===== src/rtl/matrix_stream_loader.sv =====
// Stream-to-matrix loader: gathers DIM*DIM elements over valid/ready
// into a row-major flat bus, optionally transposing on ingest.
module matrix_stream_loader #(
  parameter int DIM    = 5,
  parameter int ELEM_W = 8
) (
  input  logic                        clk,
  input  logic                        rst_n,
  input  logic                        start,
  input  logic                        col_major,
  input  logic                        in_valid,
  input  logic [ELEM_W-1:0]           in_data,
  output logic                        in_ready,
  output logic [DIM*DIM*ELEM_W-1:0]   mat_flat,
  output logic                        mat_valid,
  input  logic                        mat_ack,
  output logic                        busy,
  output logic                        err_flag
);

  localparam int FLAT_W = DIM * DIM * ELEM_W;
  localparam int CW     = (DIM > 1) ? $clog2(DIM) : 1;
  localparam int IW     = $clog2(DIM * DIM + 1);
  localparam logic [CW-1:0] LAST = CW'(DIM - 1);

  typedef enum logic [1:0] {
    IDLE = 2'd0,
    LOAD = 2'd1,
    HOLD = 2'd2
  } state_e;

  state_e              state_q, state_d;
  logic [CW-1:0]       in_cnt_q, in_cnt_d;
  logic [CW-1:0]       out_cnt_q, out_cnt_d;
  logic                cm_q, cm_d;
  logic                err_q, err_d;
  logic [FLAT_W-1:0]   mat_q, mat_d;
  logic [IW-1:0]       idx;

  // Transposed ingest swaps the roles of the two counters.
  always_comb begin
    if (cm_q) begin
      idx = IW'(in_cnt_q) * IW'(DIM) + IW'(out_cnt_q);
    end else begin
      idx = IW'(out_cnt_q) * IW'(DIM) + IW'(in_cnt_q);
    end
  end

  always_comb begin
    state_d   = state_q;
    in_cnt_d  = in_cnt_q;
    out_cnt_d = out_cnt_q;
    cm_d      = cm_q;
    err_d     = err_q;
    mat_d     = mat_q;
    unique case (state_q)
      IDLE: begin
        if (start) begin
          state_d   = LOAD;
          in_cnt_d  = '0;
          out_cnt_d = '0;
          cm_d      = col_major;
          err_d     = 1'b0;
          mat_d     = '0;
        end
      end
      LOAD: begin
        if (start) err_d = 1'b1;
        if (in_valid) begin
          for (int k = 0; k < DIM * DIM; k++) begin
            if (idx == IW'(k)) mat_d[k*ELEM_W +: ELEM_W] = in_data;
          end
          if (in_cnt_q == LAST) begin
            in_cnt_d = '0;
            if (out_cnt_q == LAST) begin
              state_d = HOLD;
            end else begin
              out_cnt_d = out_cnt_q + 1'b1;
            end
          end else begin
            in_cnt_d = in_cnt_q + 1'b1;
          end
        end
      end
      HOLD: begin
        if (start) err_d = 1'b1;
        if (mat_ack) state_d = IDLE;
      end
      default: state_d = IDLE;
    endcase
  end

  always_ff @(posedge clk or negedge rst_n) begin
    if (!rst_n) begin
      state_q   <= IDLE;
      in_cnt_q  <= '0;
      out_cnt_q <= '0;
      cm_q      <= 1'b0;
      err_q     <= 1'b0;
      mat_q     <= '0;
    end else begin
      state_q   <= state_d;
      in_cnt_q  <= in_cnt_d;
      out_cnt_q <= out_cnt_d;
      cm_q      <= cm_d;
      err_q     <= err_d;
      mat_q     <= mat_d;
    end
  end

  assign in_ready  = (state_q == LOAD);
  assign mat_valid = (state_q == HOLD);
  assign busy      = (state_q == LOAD) || (state_q == HOLD);
  assign err_flag  = err_q;
  assign mat_flat  = mat_q;

endmodule


===== config.mk =====
export PLATFORM = sky130hd
export DESIGN_NAME = matrix_stream_loader
export DESIGN_NICKNAME = d
export VERILOG_FILES = /design/src/rtl/matrix_stream_loader.sv
export SDC_FILE = /design/constraint.sdc
export NUM_CORES = 1
export LEC_CHECK = 0
export CAP_MARGIN = 15
export CORE_AREA = 2 2 148 150
export CTS_CLUSTER_SIZE = 40
export DETAILED_ROUTE_END_ITERATION = 7
export DIE_AREA = 0 0 150 152
export HOLD_SLACK_MARGIN = 0.06
export PLACE_DENSITY = 0.86
export SLEW_MARGIN = 20
export SYNTH_ARGS = -nofsm -noshare
export SYNTH_HDL_FRONTEND = slang
export SYNTH_SLANG_ARGS = --single-unit

===== constraint.sdc =====
create_clock -name clk -period 2.8 [get_ports clk]
set_input_delay 0.42 -clock clk [delete_from_list [all_inputs] [get_ports clk]]
set_output_delay 0.42 -clock clk [all_outputs]
set_load 0.05 [all_outputs]

==> flow_metrics.py, run 1 <==
metrics = {
    "routing": {
        "vias": 7065,
        "vias_per_cell": 5.27,
        "drc": 0,
        "dr.pass1.iters": 4,
        "wl_per_cell_um": 20.2,
        "drt-total-wl_um": 27100,
        "first_iter_violations": 302,
        "ant_nets": 0,
    },
    "global_route": {
        "grt_pass1_vias": 7356,
        "globalRouteOverflowTotal": 0,
        "grt_max_degree": 104,
        "grt_pass1_wl_um": 41600,
        "antenna_found_initial": 0,
        "grtUsageTotal_pct": 23.2,
    },
    "die": {
        "coreArea_mm2": 0.0214,
        "die_h_um": 152,
        "dieArea_mm2": 0.0228,
        "start_util_pct": 43.8,
        "rows": 54,
        "num_io_pins": 218,
        "die_w_um": 150,
    },
    "synth": {
        "synth_flop_cell": "dfrtp_1",
        "synth_area_leader_cell": "dfrtp_1",
        "ys_seq_area_share_pct": 56.3,
        "synthTopCellsByArea": "dfrtp_1 (56%), mux2i_1 (22%), nand2_1 (8.9%)",
        "ys_ff_latch": 210,
        "synth-edff-count": 0,
        "synth_top_area_share_pct": 56.3,
        "syn_nets": 832,
        "syn_area_mm2": 0.00934,
        "syn_inst": 797,
        "synth_cell_types": 36,
        "avgSynthCellArea_um2": 11.7,
        "synthArstFlopShare_pct": 100,
        "yosysWarnings": 0,
    },
    "critical_path": {
        "r2r_setup_slack_ps": -150,
        "crit_path_start_kind": "flop",
        "critPathMaxFanout": 8,
        "r2r_cells": 11,
        "rr_endpoint": "mat_flat[150]",
        "crit_end": "mat_flat[150]",
        "reg2reg_from": "in_cnt_q[0]",
        "arrival_ps": 3360,
        "crit_required_ps": 3210,
        "crit_start": "in_cnt_q[0]",
        "endpoint_kind": "flop",
        "crit_type": "flop to flop",
    },
    "timing": {
        "finalSetupTns_ps": -6140,
        "worst_pin_slew_ps": 868,
        "fin_skew_ps": 9.26,
        "finalMaxSlewViolations": 0,
        "setup_viol": 108,
        "rsz0062_at_grt": "yes",
        "finalCriticalPeriod_ps": 2950,
        "period_share_pct": 105,
        "max_slew_margin_pct": 42.0,
        "worst_slack_ps": -149,
        "hold_viol_final": 0,
        "fmax_mhz": 339,
        "worst_hold_slack_ps": 509,
    },
    "pwr": {
        "leakage_uw": 0.00634,
        "max-vdd-ir-drop_mv": 0.661,
        "powerDensity_mw_per_mm2": 1040,
    },
    "outcome": {
        "violations": "negative setup slack",
        "status": "finished with violations",
    },
    "clocking": {
        "clkTransAtPathRegs_ps": 60,
        "h-tree-depth": 1,
        "clock_path_buffers": 3,
        "clock_sinks": 210,
        "cts_made_buffers": 22,
        "insertion_delay_ps": 500,
        "cts_root_buf": "clkbuf_16",
        "cts_tree": "yes",
    },
    "placed_design": {
        "dp_slack_ps": -44.8,
        "port_buffers": 217,
        "dp.cells": 1290,
        "dp_hpwl_um": 16900,
        "gp_congestion": 0.820,
    },
    "final_layout": {
        "nets": 1082,
        "drive_gt1_share_pct": 15.8,
        "num_antenna_cells": 0,
        "syn2layout_area_growth_pct": 44.5,
        "final_cells": 1341,
    },
    "flow_run": {
        "cap_viol_max_count": 0,
    },
    "worst_hold_path": {
        "hp-class": "primary input to async pin",
    },
}
## final cells by class
type,count,area [um^2]
clock buffer,27,621
multi-input combinational,527,4170
tap,280,350
clock inverter,11,111
sequential,210,5260
fill,1568,7850
inverter,6,22.5
timing repair buffer,280,2970
## placed cells by master, fill, tap and decap left out, types with 4 or more instances in the layout
cell type,synthesis,layout
ha_1,21,9
o21ai_0,5,5
mux2i_2,0,5
nor3_4,9,10
buf_4,0,36
clkbuf_8,0,4
nand3_2,7,5
mux2i_1,202,194
nand2_1,222,219
a21oi_1,6,4
mux2i_4,1,4
clkbuf_16,0,24
ha_4,0,10
nor2_1,8,5
buf_12,0,24
clkinv_2,0,7
dfrtp_1,210,207
and3_1,5,4
clkdlybuf4s50_1,0,215
inv_1,6,6
## report_power, final
part	total, uW	internal, uW	switching (uW)
Sequential	3940	3550	383
Clock	2940	1760	1180
Combinational	7100	2580	4530
## through the flow
step | utilization (%) | cell area [um^2] | total power, uW
3_5_place_dp | 58.2 | 12400 | 10400
4_1_cts | 62.1 | 13300 | 13500
3_3_place_gp | 58.2 | 12400 | 10200
2_1_floorplan | - | 9460 | 8110
6_report | 63.2 | 13500 | 14000
5_1_grt | 63.2 | 13500 | 14600
## what timing repair did
action,4_1_cts,5_1_grt
pin swaps,10,17
cloned,0,1
gates resized for setup,11,32
hold buffers,1,0
setup endpoints to repair,53,161
buffers inserted,4,8
hold endpoints to repair,81,0
## per-layer routing
layer,share of wire (%),track usage (%),vias up
met3,7.4,5.89,54
met4,2.8,6.38,0
met1,39,30.0,3589
met2,50,38.9,246
met5,0,0,-
li1,-,-,3176
## cell usage after synthesis, types with 6 or more instances
cell / n
a21oi_1: 6
nor2_1: 8
dfrtp_1: 210
nand2_1: 222
mux2i_1: 202
inv_1: 6
buf_2: 8
ha_1: 21
nand3_2: 7
clkbuf_1: 39
nor3_4: 9
## sequential cells by signal, indices dropped and copies added, names as in the netlist
| register | count |
|---|---|
| cm_q | 1 |
| err_flag | 1 |
| in_cnt_q | 3 |
| mat_flat | 200 |
| out_cnt_q | 3 |
| state_q | 2 |
## cells by family after synthesis
logic type / after synthesis / synth area share (%)
simple gates: 271 / 13.7
flops: 210 / 56.3
mux: 207 / 22.4
buf+inv: 60 / 2.77
fa+ha+maj: 21 / 2.81
compound gates: 19 / 1.26
xor+xnor: 9 / 0.844
## worst min-delay path by stage
stage / start / to / cells past startpoint
detailed placement: err_flag / err_flag / 1
CTS: err_flag / err_flag / 1
global route: mat_flat[166] / mat_flat[166] / 2
global placement: err_flag / err_flag / 1
finish: rst_n / mat_flat[186] / 2
floorplan: rst_n / cm_q / 0
## worst max-delay path, cell delays in order, from the launching register on
cell	delay, ps
dfrtp_1	450
ha_4	300
ha_4	200
xor2_2	270
ha_4	200
a21oi_4	40
xnor2_2	170
mux2_4	320
or2_4	290
nor3_4	210
buf_12	170
mux2i_2	230
Power figures use the tool's default switching activity.
==> run 2, diff against run 1 <==
CAP_MARGIN = 5   (was 15)
CORE_AREA = 4 4 150 152   (was 2 2 148 150)
DIE_AREA = 0 0 154 156   (was 0 0 150 152)
==> flow_metrics.py, run 2 (same netlist as run 1, synthesis figures left out) <==
metrics = {
    "outcome": {
        "status": "finished with violations",
        "violations": "negative setup slack",
    },
    "die": {
        "dieArea_mm2": 0.0240,
        "die_w_um": 154,
        "coreArea_mm2": 0.0210,
        "start_util_pct": 44.4,
        "rows": 53,
        "num_io_pins": 218,
        "die_h_um": 156,
    },
    "final_layout": {
        "nets": 1077,
        "num_antenna_cells": 0,
        "final_common_cell": "nand2_1",
        "drive_gt1_share_pct": 14.3,
        "stdcell_area_mm2": 0.0133,
        "syn2layout_area_growth_pct": 42.8,
        "largest_reg_flops": 200,
        "layout_common_cells": "nand2_1 (220), clkdlybuf4s50_1 (215), dfrtp_1 (208)",
        "fin_util_pct": 63.4,
    },
    "placed_design": {
        "dp_slack_ps": -60.6,
        "dp_hpwl_um": 17700,
        "port_buffers": 217,
        "gp_congestion": 0.814,
        "placed_area_mm2": 0.0124,
    },
    "routing": {
        "vias_per_cell": 5.24,
        "wl_per_cell_um": 20.4,
        "vias": 6966,
        "first_iter_violations": 393,
        "ant_nets": 0,
        "drt-total-wl_um": 27100,
        "drc": 0,
        "dr.pass1.iters": 5,
    },
    "timing": {
        "worst_slack_ps": -99.2,
        "worst_pin_slew_ps": 791,
        "finalCriticalPeriod_ps": 2900,
        "hold_viol_final": 0,
        "finalMaxSlewViolations": 0,
        "fin_skew_ps": 11.7,
        "worst_hold_slack_ps": 516,
        "fmax_mhz": 345,
        "rsz0062_at_grt": "yes",
        "period_share_pct": 104,
        "setup_viol": 42,
        "max_slew_margin_pct": 47.3,
    },
    "pwr": {
        "powerDensity_mw_per_mm2": 1020,
        "max-vdd-ir-drop_mv": 0.547,
        "finalPower_uw": 13600,
        "leakage_uw": 0.00626,
    },
    "global_route": {
        "grt_pass1_wl_um": 42200,
        "antenna_found_initial": 0,
        "grt_max_degree": 94,
        "grt_pass1_vias": 7496,
        "grtUsageTotal_pct": 21.9,
        "globalRouteOverflowTotal": 0,
    },
    "critical_path": {
        "r2r_setup_slack_ps": -100,
        "crit_required_ps": 3210,
        "max_stage_delay_ps": 410,
        "reg2reg_from": "in_cnt_q[0]",
        "worst-path-buf-inv": 2,
        "r2r_cells": 11,
        "cp_top_family": "adder cells",
        "rr_endpoint": "mat_flat[193]",
        "crit_slowest_cell": "dfrtp_1",
        "crit_chain": "ha_4 -> ha_4 -> xor2_4 -> ha_4 -> mux2i_4 -> nor3b_4 -> nand2_2 -> buf_6 -> nor3_4 -> buf_12 -> mux2i_2",
        "arrival_ps": 3310,
        "crit_path_start_kind": "flop",
        "crit_type": "flop to flop",
        "critPathMaxFanout": 8,
        "cpMostUsedCell": "ha_4",
        "endpoint_kind": "flop",
    },
    "flow_run": {
        "cap_viol_max_count": 0,
    },
    "clocking": {
        "clock_sinks": 210,
        "h-tree-depth": 1,
        "cts_made_buffers": 21,
        "cts_tree": "yes",
        "insertion_delay_ps": 490,
        "cts_root_buf": "clkbuf_16",
        "clkTransAtPathRegs_ps": 60,
        "clock_path_buffers": 3,
    },
    "worst_hold_path": {
        "hp-class": "primary input to async pin",
    },
}
## run 2: power by group
group	internal [uW]	switching, uW	total [uW]
Sequential	3550	378	3930
Combinational	2480	4470	6950
Clock	1610	1140	2750
## run 2: layout make-up
class                   count  area, um^2
clock inverters             4        50.0
clock buffers              32         617
fillers                  1544        7680
well taps                 275         344
flip-flops and latches    210        5260
inverters                   6        22.5
multi-input cells         527        4130
repair buffers            276        2920
## run 2: what timing repair did
item | CTS | global route
setup endpoints to repair | 63 | 201
buffers inserted | 3 | 4
pin swaps | 1 | 18
hold endpoints to repair | 73 | 0
cloned | 0 | 1
hold buffers | 1 | 0
gates resized for setup | 7 | 27
## run 2: how the worst max path moves through the flow
stage                       startpoint            end  depth (start not counted)
final                      in_cnt_q[0]  mat_flat[193]                         11
after global routing       in_cnt_q[0]  mat_flat[193]                         11
after CTS                  in_cnt_q[0]   mat_flat[13]                         12
after detailed placement  out_cnt_q[2]   mat_flat[13]                         10
after global placement     in_cnt_q[2]   mat_flat[64]                         10
after floorplan           out_cnt_q[2]    mat_flat[5]                          9
## run 2: worst register-to-register path, cell delays in order, from the launching register on
cell,delay [ps]
dfrtp_1,410
ha_4,260
ha_4,320
xor2_4,240
ha_4,250
mux2i_4,170
nor3b_4,320
nand2_2,110
buf_6,130
nor3_4,230
buf_12,170
mux2i_2,220
## run 2: routing by layer
layer | vias up | wire, um | global-route usage (%)
met4 | 0 | 579 | 5.38
li1 | 3163 | - | -
met1 | 3510 | 10900 | 27.4
met3 | 47 | 2330 | 7.24
met5 | - | 0 | 0
met2 | 246 | 13300 | 37.0
## run 2: metrics by stage
step	setup TNS [ps]	instances
final	-1630	1330
after floorplan	0	797
after global placement	-12.5	1286
after global routing	-9940	1330
after CTS	-8.58	1326
after detailed placement	-483	1286
==> run 3, diff against run 2 <==
==> constraint.sdc (replaced) <==
create_clock -name clk -period 2.8 [get_ports clk]
set_input_delay 0.84 -clock clk [delete_from_list [all_inputs] [get_ports clk]]
set_output_delay 0.84 -clock clk [all_outputs]
set_load 0.05 [all_outputs]
==> flow_metrics.py, run 3 (same netlist as run 1, synthesis figures left out) <==
metrics = {
    "timing": {
        "fmax_mhz": 352,
        "hold_viol_final": 0,
        "worst_slack_ps": -37.8,
        "rsz0062_at_grt": "yes",
        "setup_viol": 20,
        "max_slew_margin_pct": 51.0,
        "finalMaxSlewViolations": 0,
        "finalCriticalPeriod_ps": 2840,
        "fin_skew_ps": 20.4,
        "period_share_pct": 101,
        "worst_pin_slew_ps": 736,
    },
    "final_layout": {
        "drive_gt1_share_pct": 15.6,
        "fin_util_pct": 63.9,
        "regArea_mm2": 0.00526,
        "num_antenna_cells": 0,
        "stdcell_area_mm2": 0.0134,
        "fillers": 1542,
        "final_common_cell": "nand2_1",
        "multi_input_area_mm2": 0.00405,
        "largest_reg_flops": 200,
        "nets": 1086,
        "syn2layout_area_growth_pct": 43.9,
        "final_cells": 1342,
        "layout_common_cells": "nand2_1 (219), clkdlybuf4s50_1 (213), dfrtp_1 (207)",
    },
    "global_route": {
        "grt_pass1_vias": 7403,
        "grtUsageTotal_pct": 21.5,
        "grt_max_degree": 88,
        "globalRouteOverflowTotal": 0,
        "grt_pass1_wl_um": 41500,
        "antenna_found_initial": 0,
    },
    "routing": {
        "first_iter_violations": 303,
        "vias": 6931,
        "vias_per_cell": 5.16,
        "drc": 0,
        "drt-total-wl_um": 26200,
        "ant_nets": 0,
        "wl_per_cell_um": 19.5,
        "dr.pass1.iters": 4,
    },
    "clocking": {
        "cts_root_buf": "clkbuf_16",
        "cts_tree": "yes",
        "insertion_delay_ps": 510,
        "cts_made_buffers": 22,
        "clock_path_buffers": 3,
        "clock_sinks": 210,
        "cts_hold_buf": 0,
        "clkTransAtPathRegs_ps": 70,
        "h-tree-depth": 1,
    },
    "outcome": {
        "status": "finished with violations",
        "violations": "negative setup slack",
    },
    "die": {
        "num_io_pins": 218,
        "coreArea_mm2": 0.0210,
        "die_h_um": 156,
        "rows": 53,
        "start_util_pct": 44.4,
        "dieArea_mm2": 0.0240,
        "die_w_um": 154,
    },
    "placed_design": {
        "placed_area_mm2": 0.0125,
        "dp_slack_ps": -65.7,
        "dp_hpwl_um": 17100,
        "port_buffers": 217,
        "gp_congestion": 0.797,
        "dp.cells": 1295,
    },
    "critical_path": {
        "arrival_ps": 3190,
        "crit_path_start_kind": "flop",
        "endpoint_kind": "flop",
        "critPathMaxFanout": 8,
        "crit_required_ps": 3150,
        "crit_type": "flop to flop",
    },
    "worst_hold_path": {
        "hp-class": "primary input to async pin",
    },
    "pwr": {
        "max-vdd-ir-drop_mv": 0.645,
        "leakage_uw": 0.00633,
        "powerDensity_mw_per_mm2": 1030,
    },
    "flow_run": {
        "cap_viol_max_count": 0,
    },
}
==> run 3: cell count changes in the layout (fill, tap and decap cells not counted), moves of 3 or more <==
| cell | delta |
|---|---|
| buf_12 | +3 |
| buf_4 | +7 |
| clkbuf_1 | -3 |
| ha_1 | +3 |
| mux2i_1 | +3 |
| nand3_2 | +4 |
| nand3_4 | -3 |
==> run 3: power by group <==
| part | switching, uW | leakage [uW] | total (uW) | internal [uW] |
|---|---|---|---|---|
| clock | 1190 | 0.000371 | 3030 | 1840 |
| sequential | 378 | 0.00291 | 3930 | 3550 |
| combinational | 4350 | 0.00305 | 6810 | 2460 |
| total | 5920 | 0.00633 | 13800 | 7860 |
==> run 3: worst paths after layout <==
path	from	endpoint	slack, ps	cells past startpoint
max in group asynchronous	rst_n	mat_flat[162]	1670	2
min in group clk	err_flag	err_flag	510	1
min reg2reg	err_flag	err_flag	510	1
min	rst_n	mat_flat[188]	420	1
max	in_cnt_q[0]	mat_flat[70]	-40	9
max reg2reg	in_cnt_q[0]	mat_flat[70]	-40	9
==> run 3: cell type report <==
cell class / instances / share of cell area [%]
Clock inverter: 8 / 0.726
Sequential cell: 210 / 39.1
Multi-Input combinational cell: 527 / 30.1
Inverter: 6 / 0.168
Timing Repair Buffer: 284 / 22.3
Tap cell: 275 / 2.56
Clock buffer: 32 / 4.98
==> run 3: critical path: stages, from the launching register on <==
cell and delay, ps:
dfrtp_1 420, ha_4 260, ha_4 230, xor2_2 180, ha_1 300, mux2i_2 230
nor3b_4 350, nand2_2 100, or3_4 460, mux2i_1 150
==> run 3: metrics by stage <==
stage / hold WS (ps) / setup TNS, ps / power, uW
CTS: 437 / -9.23 / 13700
global route: 468 / -6750 / 14400
finish: 418 / -378 / 13800
floorplan: 544 / 0 / 8110
global placement: 491 / -147 / 10300
detailed placement: 493 / -497 / 10500
==> run 3: timing repair <==
item / in CTS / in global routing
pin swaps: 10 / 14
setup endpoints to repair: 43 / 180
resized for setup: 13 / 14
buffers inserted: 3 / 4
hold endpoints to repair: 0 / 0
cloned: 0 / 1
==> run 3: per-layer routing <==
metal | track usage (%) | part of all wire, %
met4 | 5.38 | 1.8
met2 | 35.7 | 49
met1 | 28.0 | 41
met5 | 0 | 0
met3 | 6.10 | 7.8
==> patch 1, RTL diff (flow settings as in run 1) <==
Encoding of `state_e`: now one-hot (3 bits for 3 states).
--- a/src/rtl/matrix_stream_loader.sv
+++ b/src/rtl/matrix_stream_loader.sv
@@ -25,6 +25,6 @@
 
-  typedef enum logic [1:0] {
-    IDLE = 2'd0,
-    LOAD = 2'd1,
-    HOLD = 2'd2
+  typedef enum logic [2:0] {
+    IDLE = 3'b001,
+    LOAD = 3'b010,
+    HOLD = 3'b100
   } state_e;
Behaviour: no difference found for any inputs over 4 cycles, from zero or initial values and one cycle with rst_n low; so few cycles prove little.
==> patch 1 against run 1 <==
  * The flow still finishes with violations (negative setup slack)
  * Worst setup slack improved by 16 ps
  * Critical path depth unchanged
  * Worst hold slack lost 6.7 ps
  * First-iteration DRC count rose by 16%
  * Final area about the same
  * Non-clock buffer count grew 19
  * Routed wire length is 2.7% lower
  * Combinational power rose by 30%
  * Synthesized area shrank 3.3%
  * Largest cell class unchanged
  * Power increased by 18%
  * Sequential cell count is 1 higher
==> patch 1: results (changes against run 1) <==
Setup Skew = 17.2 ps (was 9.26 ps)
Synth cell types = 47 (was 36)
WP data arrival = 3330 ps (was 3360 ps)
final setup fails = 117 (was 108)
nets@finish = 975 (was 1082)
gpl congestion = 0.831 (was 0.820)
Placement Cell Area = 12200 um^2 (was 12400 um^2)
initial DRC count = 350 (was 302)
XOR/XNOR Fraction of Synth Area = 0.388% (was 0.844%)
Synth Area in Compound Gates = 8.94% (was 1.26%)
final hold slack = 502 ps (was 509 ps)
Total GRT Usage = 23.1% (was 23.2%)
Adder-Cell Fraction of Synth Area = 2.49% (was 2.81%)
H-tree depth = 1 (unchanged)
register area share after synthesis = 58.5% (was 56.3%)
failing checks = negative setup slack (unchanged)
top area cells in the synthesized netlist = dfrtp_1 (58%), mux2_2 (16%), a22o_1 (5.6%) (was dfrtp_1 (56%), mux2i_1 (22%), nand2_1 (8.9%))
Slowest cell on crit path = dfrtp_2 (was dfrtp_1)
vias in the first global route = 7049 (was 7356)
first-pass GRT wire length = 41200 um (was 41600 um)
dpl hpwl = 17800 um (was 16900 um)
Crit Reg-Reg Endpoint = mat_flat[66]$_DFFE_PN0P_ (was mat_flat[150]$_DFFE_PN0P_)
pin count of the biggest net entering global routing = 84 (was 104)
CTS resizes = 53 (was 11)
Slew @ Worst Pin = 708 ps (was 868 ps)
WL/cell = 21.3 um (was 20.2 um)
CP max stage delay = 430 ps (was 450 ps)
worst setup margin = -133 ps (was -149 ps)
Min-Delay Path Class = register to register (was primary input to async pin)
status = finished with violations (unchanged)
met1 global-route usage = 29.4% (was 30.0%)
clk_lat worst skew = 520 ps (was 500 ps)
FF-to-FF Start = out_cnt_q[2]$_DFFE_PN0P_ (was in_cnt_q[0]$_DFFE_PN0P_)
Worst IR Drop VDD = 0.000910 V (was 0.000661 V)
CP top delay family = multiplexers (was adder cells)
mean area per synthesized cell = 13.6 um^2 (was 11.7 um^2)
## patch 1: changes by cell type after synthesis, sizes merged, moves of 4 or more
cell / run 1 / this run
nand2: 222 / 50
o21ai: 5 / 13
nor4: 0 / 5
clkbuf: 40 / 31
nor3: 10 / 6
mux2i: 203 / 11
o31ai: 0 / 5
mux2: 4 / 140
o211ai: 0 / 6
nand3: 10 / 18
nor3b: 1 / 7
a22o: 2 / 58
and2: 2 / 15
## patch 1: routing by layer
metal | wire length [um] | vias to the layer above
li1 | - | 2983
met1 | 10600 | 3451
met2 | 13200 | 218
met3 | 2180 | 34
met4 | 347 | 0
met5 | 0 | -
## patch 1: worst max path at each step
stage | startpoint | end | cells past startpoint | slack (ps)
6_report | out_cnt_q[2]$_DFFE_PN0P_ | mat_flat[66]$_DFFE_PN0P_ | 11 | -130
5_1_grt | out_cnt_q[0]$_DFFE_PN0P_ | mat_flat[66]$_DFFE_PN0P_ | 11 | -200
4_1_cts | out_cnt_q[2]$_DFFE_PN0P_ | mat_flat[66]$_DFFE_PN0P_ | 11 | -100
3_5_place_dp | out_cnt_q[2]$_DFFE_PN0P_ | mat_flat[93]$_DFFE_PN0P_ | 12 | -250
3_3_place_gp | out_cnt_q[2]$_DFFE_PN0P_ | mat_flat[94]$_DFFE_PN0P_ | 12 | -170
2_1_floorplan | out_cnt_q[2]$_DFFE_PN0P_ | mat_flat[192]$_DFFE_PN0P_ | 10 | -20
## patch 1: worst register-to-register path, stage by stage, from the launching register on
cell,delay [ps]
dfrtp_2,430
ha_4,250
ha_4,230
xor2_4,160
ha_4,170
a21oi_2,110
mux2_4,340
or2_4,280
buf_6,130
o21ai_4,200
nand2_4,160
mux2_4,330
## patch 1: kinds of logic (layout without fill, tap and decap cells)
logic type	Yosys count	count (layout)
simple gates	127	127
mux	151	151
flops	211	211
buf+inv	50	345
compound gates	101	101
xor+xnor	4	4
fa+ha+maj	18	18
## patch 1: stage by stage
| step | TNS (ps) | worst slack (ps) |
|---|---|---|
| after floorplan | -274 | -17.2 |
| after global placement | -10160 | -173 |
| after detailed placement | -18700 | -252 |
| after CTS | -3500 | -103 |
| after global routing | -19120 | -197 |
| final | -4710 | -133 |
## patch 1: power by group
part | switching, mW | total [mW] | internal, mW
combinational | 5.80 | 9.24 | 3.44
sequential | 0.501 | 4.37 | 3.87
clock | 1.18 | 2.83 | 1.65
total | 7.49 | 16.4 | 8.96
## patch 1: layout make-up
cell class / instances / area [um^2]
inverter: 8 / 30.0
multi-input combinational: 401 / 4180
tap: 280 / 350
sequential: 211 / 5290
timing repair buffer: 299 / 2960
fill: 1578 / 7850
clock inverter: 5 / 61.3
clock buffer: 33 / 632
==> patch 2, RTL diff (settings of run 1) <==
Without the edit above. Change the parameter `ELEM_W` from 8 to 6.
--- a/src/rtl/matrix_stream_loader.sv
+++ b/src/rtl/matrix_stream_loader.sv
@@ -4,3 +4,3 @@
   parameter int DIM    = 5,
-  parameter int ELEM_W = 8
+  parameter int ELEM_W = 6
 ) (
Interface: changed (resized in_data and mat_flat); port bits go from 218 to 166. No check against the original RTL was run, so the function may have changed too.
==> patch 2 against run 1 <==
  * The flow still finishes with violations (negative setup slack)
  * Worst setup slack got worse by 50 ps
  * Die area did not move
  * Via count fell by 17%
  * Synthesized area fell by 20%
  * Power fell by 22%
  * Sequential cell count fell by 50
  * Routed wire length fell by 17%
  * Final area fell by 18%
  * Utilization fell by 11 points
  * Critical path type unchanged
==> patch 2: results (changes against run 1) <==
Setup WS pre-CTS = -244 ps (was -44.8 ps)
Synth cell types = 48 (was 36)
pin count of the biggest net entering global routing = 140 (was 104)
clk_lat worst skew = 420 ps (was 500 ps)
Setup Skew = 8.40 ps (was 9.26 ps)
port bufs = 165 (was 217)
initial DRC count = 335 (was 302)
Slew @ Worst Pin = 993 ps (was 868 ps)
Clock Tree Buf Depth = 2 (was 3)
H-tree depth = 4 (was 1)
R2R cell count = 12 (was 11)
EDFF count, synth = 0 (unchanged)
CTS resizes = 47 (was 11)
Clock group = 2.36 mW (was 2.94 mW)
worst setup margin = -199 ps (was -149 ps)
WL met3 = 1430 um (was 2000 um)
# fillers = 1838 (was 1568)
share of post-route cells with drive strength above 1 = 20.1% (was 15.8%)
Logic pwr share = 52.1% (was 50.8%)
XOR/XNOR Fraction of Synth Area = 1.18% (was 0.844%)
WL/cell = 19.3 um (was 20.2 um)
nets@finish = 911 (was 1082)
static leakage = 5.01 nW (was 6.34 nW)
WL met1 = 9200 um (was 10700 um)
Adder-Cell Fraction of Synth Area = 3.53% (was 2.81%)
synth cell count leaders = nand2_1 (169), dfrtp_1 (160), mux2i_1 (142) (was nand2_1 (222), dfrtp_1 (210), mux2i_1 (202))
vias in the first global route = 6226 (was 7356)
status = finished with violations (unchanged)
failing checks = negative setup slack (unchanged)
total CTS buffers = 17 (was 22)
first-pass GRT wire length = 35400 um (was 41600 um)
Worst IR Drop VDD = 0.000452 V (was 0.000661 V)
crit path max fanout = 6 (was 8)
max reg flops = 150 (was 200)
final setup fails = 137 (was 108)
Net Count, Synth = 701 (was 832)
met3 usage = 6.22% (was 5.89%)
vias = 5868 (was 7065)
register area share after synthesis = 53.8% (was 56.3%)
post-CTS setup buffer count = 6 (was 4)
mux share of post-synthesis cell area = 19.7% (was 22.4%)
gpl congestion = 0.880 (was 0.820)
Total GRT Usage = 20.1% (was 23.2%)
met1 global-route usage = 24.7% (was 30.0%)
Synth Area in Compound Gates = 4.27% (was 1.26%)
WP data arrival = 3290 ps (was 3360 ps)
dpl hpwl = 14400 um (was 16900 um)
met2 Use GR = 33.2% (was 38.9%)
Clk pwr share = 21.6% (was 21.0%)
top area cells in the synthesized netlist = dfrtp_1 (54%), mux2i_1 (19%), nand2_1 (8.5%) (was dfrtp_1 (56%), mux2i_1 (22%), nand2_1 (8.9%))
routed wl met2 = 11400 um (was 13700 um)
first-pass iteration count of the detailed router = 5 (was 4)
Switch Pwr = 4.76 mW (was 6.09 mW)
[patch 2: worst paths after layout]
| path | to | slack [ps] | from |
|---|---|---|---|
| max | mat_flat[94]$_DFFE_PN0P_ | -200 | in_cnt_q[0]$_DFFE_PN0P_ |
| min | state_q[1]$_DFFE_PN0P_ | 500 | rst_n |
| max reg2reg | mat_flat[94]$_DFFE_PN0P_ | -200 | in_cnt_q[0]$_DFFE_PN0P_ |
| min reg2reg | err_flag$_DFFE_PN0P_ | 500 | err_flag$_DFFE_PN0P_ |
| max in group asynchronous | mat_flat[70]$_DFFE_PN0P_ | 1520 | rst_n |
| min in group clk | err_flag$_DFFE_PN0P_ | 500 | err_flag$_DFFE_PN0P_ |
[patch 2: final cells by class]
| class | instances | area share [%] |
|---|---|---|
| Sequential cell | 160 | 36.2 |
| Tap cell | 280 | 3.16 |
| Clock buffer | 21 | 4.07 |
| Clock inverter | 10 | 1.23 |
| Timing Repair Buffer | 241 | 21.9 |
| Multi-Input combinational cell | 449 | 33.1 |
| Inverter | 9 | 0.305 |
[patch 2: cells by family after synthesis]
logic type / Yosys count
xor gates and xnor gates: 10
adders and majority gates: 21
DFF: 160
muxes: 146
and+or+nand+nor: 230
buffers and inverters: 59
AOI/OAI and AO/OA: 42
[patch 2: worst max-delay path, cell delays in order (launching register included)]
cell      delay, ps
dfrtp_2         430
ha_4            250
ha_4            270
xor2_4          200
ha_4            290
mux2i_4          60
or3b_4          390
mux2i_4         260
o21ai_4         110
buf_8           150
buf_6           110
o211ai_1        190
o311ai_1        140
[patch 2: per-stage QoR]
stage	cell area, um^2	hold slack (ps)	instances	setup TNS (ps)
detailed placement	10100	386	1130	-19530
finish	11100	498	1170	-11330
global placement	10100	389	1130	-15030
global route	11100	513	1170	-21820
CTS	10900	504	1167	-6920
floorplan	7720	124	668	-9460
